## config.mk

```make
export PLATFORM = sky130hd
export DESIGN_NAME = reg_file_sb
export DESIGN_NICKNAME = d
export VERILOG_FILES = /design/src/rtl/reg_file_sb.sv
export SDC_FILE = /design/constraint.sdc
export NUM_CORES = 1
export LEC_CHECK = 0
export CORE_MARGIN = 3
export CORE_UTILIZATION = 58
export DETAILED_ROUTE_END_ITERATION = 7
export PLACE_DENSITY = 0.81
export SYNTH_ARGS = -nofsm -noshare
export SYNTH_HDL_FRONTEND = slang
export SYNTH_SLANG_ARGS = --single-unit
```

## constraint.sdc

```tcl
create_clock -name CLK -period 2.1 [get_ports CLK]
set_input_delay 0.315 -clock CLK [delete_from_list [all_inputs] [get_ports CLK]]
set_output_delay 0.315 -clock CLK [all_outputs]
set_load 0.02 [all_outputs]
```

## src/rtl/reg_file_sb.sv

```systemverilog
// rtl/reg_file_sb.sv - register file with scoreboard pending bits, optional zero reg/bypass and clear sweep
module reg_file_sb #(
  parameter int DATA_WIDTH = 8,
  parameter int ADDR_WIDTH = 3,
  parameter int ZERO_REG   = 0,
  parameter int BYPASS     = 0
) (
  input  logic                  CLK,
  input  logic                  RESETN,
  input  logic [DATA_WIDTH-1:0] IN,
  input  logic [ADDR_WIDTH-1:0] INADDRESS,
  input  logic                  WRITE,
  input  logic [ADDR_WIDTH-1:0] OUT1ADDRESS,
  input  logic [ADDR_WIDTH-1:0] OUT2ADDRESS,
  output logic [DATA_WIDTH-1:0] OUT1,
  output logic [DATA_WIDTH-1:0] OUT2,
  input  logic                  RESERVE,
  input  logic [ADDR_WIDTH-1:0] RESADDRESS,
  output logic                  OUT1_PEND,
  output logic                  OUT2_PEND,
  input  logic                  CLEAR,
  output logic                  CLR_BUSY
);

  localparam int DEPTH = 2 ** ADDR_WIDTH;
  localparam logic [0:0] ST_IDLE  = 1'b0;
  localparam logic [0:0] ST_SWEEP = 1'b1;
  localparam logic [ADDR_WIDTH-1:0] LAST_IDX = ADDR_WIDTH'(DEPTH - 1);

  logic [DATA_WIDTH-1:0] regs [DEPTH];
  logic [DEPTH-1:0]      pend;
  logic [0:0]            state;
  logic [ADDR_WIDTH-1:0] idx;
  logic                  wr_acc;
  logic                  rs_acc;

  assign CLR_BUSY = (state == ST_SWEEP);

  // Register 0 is never a target when it is hardwired to zero.
  assign wr_acc = WRITE && !CLR_BUSY && !((ZERO_REG != 0) && (INADDRESS == '0));
  assign rs_acc = RESERVE && !CLR_BUSY && !((ZERO_REG != 0) && (RESADDRESS == '0));

  // State update: reset, clear sweep, or normal writeback/reservation.
  always_ff @(posedge CLK or negedge RESETN) begin
    if (!RESETN) begin
      for (int i = 0; i < DEPTH; i++) begin
        regs[i] <= '0;
      end
      pend  <= '0;
      state <= ST_IDLE;
      idx   <= '0;
    end else if (state == ST_SWEEP) begin
      regs[idx] <= '0;
      pend[idx] <= 1'b0;
      idx       <= idx + 1'b1;
      if (idx == LAST_IDX) begin
        state <= ST_IDLE;
      end
    end else begin
      if (wr_acc) begin
        regs[INADDRESS] <= IN;
        pend[INADDRESS] <= 1'b0;
      end
      // Later assignment wins: a new producer re-marks the register pending.
      if (rs_acc) begin
        pend[RESADDRESS] <= 1'b1;
      end
      if (CLEAR) begin
        state <= ST_SWEEP;
        idx   <= '0;
      end
    end
  end

  // Read port 1: array lookup, then bypass, then zero-register override.
  always_comb begin
    OUT1      = regs[OUT1ADDRESS];
    OUT1_PEND = pend[OUT1ADDRESS];
    if ((BYPASS != 0) && wr_acc && (OUT1ADDRESS == INADDRESS)) begin
      OUT1 = IN;
    end
    if ((ZERO_REG != 0) && (OUT1ADDRESS == '0)) begin
      OUT1      = '0;
      OUT1_PEND = 1'b0;
    end
  end

  // Read port 2: same structure as port 1.
  always_comb begin
    OUT2      = regs[OUT2ADDRESS];
    OUT2_PEND = pend[OUT2ADDRESS];
    if ((BYPASS != 0) && wr_acc && (OUT2ADDRESS == INADDRESS)) begin
      OUT2 = IN;
    end
    if ((ZERO_REG != 0) && (OUT2ADDRESS == '0)) begin
      OUT2      = '0;
      OUT2_PEND = 1'b0;
    end
  end

endmodule

```

# After elaboration in Yosys (flattened, before gate mapping)
# Index checks and enable logic that the tools add are counted.
# op_classes
n_eq_ne,1
n_addsub,1
bitwise_logic,11
n_reduce_logical,10
order_cmp,14
muxes,32
# ops
cell,count
2-to-1 mux 64 bit,2
2-to-1 mux 8 bit,10
bitwise AND 64 bit,1
bitwise mux 64 bit,1
inverter 64 bit,1
binary-select mux 8 bit (select 3 bit),2
demux 8 bit (select 3 bit),2
"less-than comparator 3 x 4 -> 1 bit, second input constant",5
bitwise AND 8 bit,2
">= comparator 4 bit, second input constant",4
inverter 3 -> 4 bit,4
inverter 8 bit,2
demux 1 bit (select 3 bit),3
">= comparator 3 x 1 -> 1 bit, second input constant",3
"less-than comparator 4 x 1 -> 1 bit, second input constant",2
2-to-1 mux 1 bit,8
bitwise OR 8 bit,1
logical AND 1 bit,7
binary-select mux 1 bit (select 3 bit),2
2-to-1 mux 3 bit,2
nonzero test 2 bit,2
"adder 3 x 1 -> 3 bit, second input constant",1
"equality test 3 bit, second input constant",1
zero test 1 bit,1
# totals
wordCells,80
register_bits,76
inputBits,25

# Depth between registers and ports, before layout
# depth
depth_word,11
ltp_mapped,6
mapped_depth_nobuf,4

# Worst setup path before layout
# No wires, ideal clock.
# synth_timing
path_type,input -> output
start,input OUT1ADDRESS[0]
end,output OUT1_PEND
n_path_buf,2
setup_slack_ns,0.341
path_stages,4
t_arrival_ns,1.444
path_cell_list,buf_6 -> buf_6 -> mux4_2 -> mux2_2
# synth_via
elab_chain_cells,2
# synth_rtl
element,line_no,text
"start, declared",13,"input logic [ADDR_WIDTH-1:0] OUT1ADDRESS,"
binary-select mux 1 bit (select 3 bit),78,OUT1_PEND = pend[OUT1ADDRESS];
2-to-1 mux 1 bit (not written as such),78,
"end, declared",19,"output logic OUT1_PEND,"
# No other way between the ends. The select of a mux whose other input is x is not followed.

# Final worst setup path
# layout_timing
start,register regs[43] in the netlist's numbering
end,output OUT2[3]
# layout_via
elab_chain_cells,3
# layout_rtl
element,line_no,text
"start, declared",30,logic [DATA_WIDTH-1:0] regs [DEPTH];
"start signal, assigned by index",47,regs[i] <= '0;
"start signal, assigned by index",53,regs[idx] <= '0;
"start signal, assigned by index",61,regs[INADDRESS] <= IN;
binary-select mux 8 bit (select 3 bit),90,OUT2 = regs[OUT2ADDRESS];
2-to-1 mux 8 bit (not written as such) (2 in series),90,
"end, declared",16,"output logic [DATA_WIDTH-1:0] OUT2,"
# No other way between the ends. The select of a mux whose other input is x is not followed.

==> flow_summary.ini <==
[clock_network]
cts_tree = built
clk_latency_ns = 0.37
cts_sinks = 76
clockRootBuffer = clkbuf_8
clkTransAtPathRegs_ns = 0.09
htree_num_levels = 3
numCtsBuffers = 9
clockBufferDepth = 2

[grt]
grt_pass1_vias = 3685
antenna_found_initial = 0
grtUsageTotal_pct = 31.0
grt_pass1_wl_mm = 20.3
grt-ovfl-total = 0
grt_max_degree = 59

[timing]
setup_violations = 0
maxSlewHeadroom_pct = 55.1
timing.hold.ws_ns = 0.368
hold_viol = 0
worst_pin_slew_ns = 0.674
finalCritPeriodShare_pct = 98.0
fin_ws_ns = 0.0420
fmax_mhz = 486
tns_ns = 0
skew_ns = 0.0121
rsz0062_at_grt = false
min_period_ns = 2.06
slew_viol_final = 0

[finish]
diodes = 0
drive_gt1_share_pct = 37.2
final_common_cell = dfrtp_1
n_fill_cell = 478
fin_util_pct = 73.4
area_delta_synth_final_pct = 19.4
fin_nets = 466
postLayoutCellArea_um2 = 5500
layout_common_cells = 76 x dfrtp_1, 42 x nand2_1, 36 x mux4_2

[drt]
drt-total-wl_mm = 12.9
dr.pass1.iters = 6
drc = 0
vias = 3652
wl_per_cell_um = 23.7
drtIter0Drc = 498
viasPerCell = 6.73
postRouteAntennaNets = 0

[floorplanning]
die_width_um = 95.1
die_y_um = 95.1
io_pins = 44
start_util_pct = 61.5
dieArea_um2 = 9040
core_um2 = 7490
row_count = 31

[placement]
place_ws_ns = -0.602
dpl_cell_area_um2 = 5230
dp_hpwl_mm = 8.77
place_congestion = 0.872
numPortBuffers = 43

[yosys]
async_flop_share_pct = 100
synth-compound-area-share_pct = 14.8
synth.mux.area_fraction_pct = 29.0
synth-edff-count = 0
yosys.area_share.simple_pct = 8.84
seq_area_frac_synth_pct = 41.3
yosysTopAreaCell = dfrtp_1
synth.distinct_cells = 38
synth_top_family_by_area = multiplexers
ys_top_cells_by_area = dfrtp_1 41%, mux4_2 18%, mux2i_1 7.0%
postSynthAreaPerCell_um2 = 12.3
postSynthNetCount = 400
synth-xor-area-share_pct = 0
syn_area_um2 = 4600
synthCells = 373
synthAdderAreaFrac_pct = 0.544
synth_warnings = 0
synth_top_area_share_pct = 41.3
ys.flop_type = dfrtp_1
ys_seq_elements = 76

[power]
power.static_leakage_nw = 2.32
ir_drop_mv = 0.607
pwr_density_cell_nw_per_um2 = 1040

[outcome]
outcome = finished, final reports clean

[flow_run]
cap_violations = 0

[critical_path]
reg2reg_slack_ns = 0.26
required_ns = 1.78
start_kind = flip-flop
crit_fanout = 3
crit_arrival_ns = 1.74
path_class = flip-flop to output port
critPathCaptureType = output port

[hold_path]
hold_class = input pin to async pin
## critical path, cell delays in order, from the launching register on
cell	delay, ns
dfrtp_1	0.45
mux4_2	0.49
mux2_2	0.27
buf_2	0.16
## final timing paths
check                           startpoint  cells past startpoint  endpoint
max in group asynchronous           RESETN                      3  regs[50]
worst min register to register    regs[18]                      2  regs[18]
min in group CLK                  regs[18]                      2  regs[18]
worst min-delay path                RESETN                      2   pend[7]
worst max register to register    CLR_BUSY                      3  regs[31]
worst max-delay path              regs[43]                      3   OUT2[3]
## synthesized netlist by cell type, drive strengths merged (2+ instances only)
| library cell | instances |
|---|---|
| a22oi | 8 |
| nor2 | 6 |
| o211ai | 32 |
| nand4b | 3 |
| nor2b | 2 |
| o21ai | 48 |
| mux2i | 32 |
| or2 | 5 |
| nand3 | 2 |
| dfrtp | 76 |
| mux4 | 36 |
| buf | 27 |
| nand2 | 42 |
| ha | 2 |
| nand2b | 6 |
| mux2 | 18 |
| clkbuf | 5 |
| inv | 9 |
| nand4bb | 2 |
| o31ai | 2 |
## report_power, final
part | internal (mW) | switching (mW) | leakage, nW
sequential | 1.91 | 0.464 | 1.04
clock | 0.589 | 0.595 | 0.103
combinational | 1.02 | 1.13 | 1.18
## layout make-up
class	instances	area, um2	share of cell area, %
multi-input cells	256	2450	44.6
flip-flops and latches	76	1900	34.6
repair buffers	87	781	14.2
clock buffers	10	138	2.50
well taps	99	124	2.25
clock inverters	6	68.8	1.25
inverters	9	33.8	0.615
## metal layers
metal  up-vias  track usage [%]  part of all wire (%)
li1       1549                -                     -
met1      1815             41.6                    38
met2       242             47.9                    47
met3        46             7.50                    11
met4         0             14.4                   3.7
met5         -                0                     0
## flip-flops by register name (all words and copies together) (netlist names)
| signal | count |
|---|---|
| CLR_BUSY | 1 |
| pend | 8 |
| regs | 64 |
| idx | 3 |
## stage by stage
step                instances  total power [mW]
floorplan                 373              3.71
detailed placement        512              4.53
CTS                       543              5.66
global route              543              5.99
global placement          512              4.42
finish                    543              5.70
## cell families (layout without fill, tap and decap cells)
group / after synthesis / after routing
mux: 86 / 86
simple gates: 76 / 76
buf+inv: 41 / 112
fa+ha+maj: 2 / 2
compound gates: 92 / 92
flops: 76 / 76
## timing repair
item | CTS | global route
gates cloned | 3 | 0
buffers inserted | 11 | 0
endpoints found under the setup margin | 18 | 1
endpoints found under the hold margin | 18 | 0
resized for setup | 88 | 1
hold buffers | 1 | 0
No activity file was read; power rests on OpenSTA's default activity.
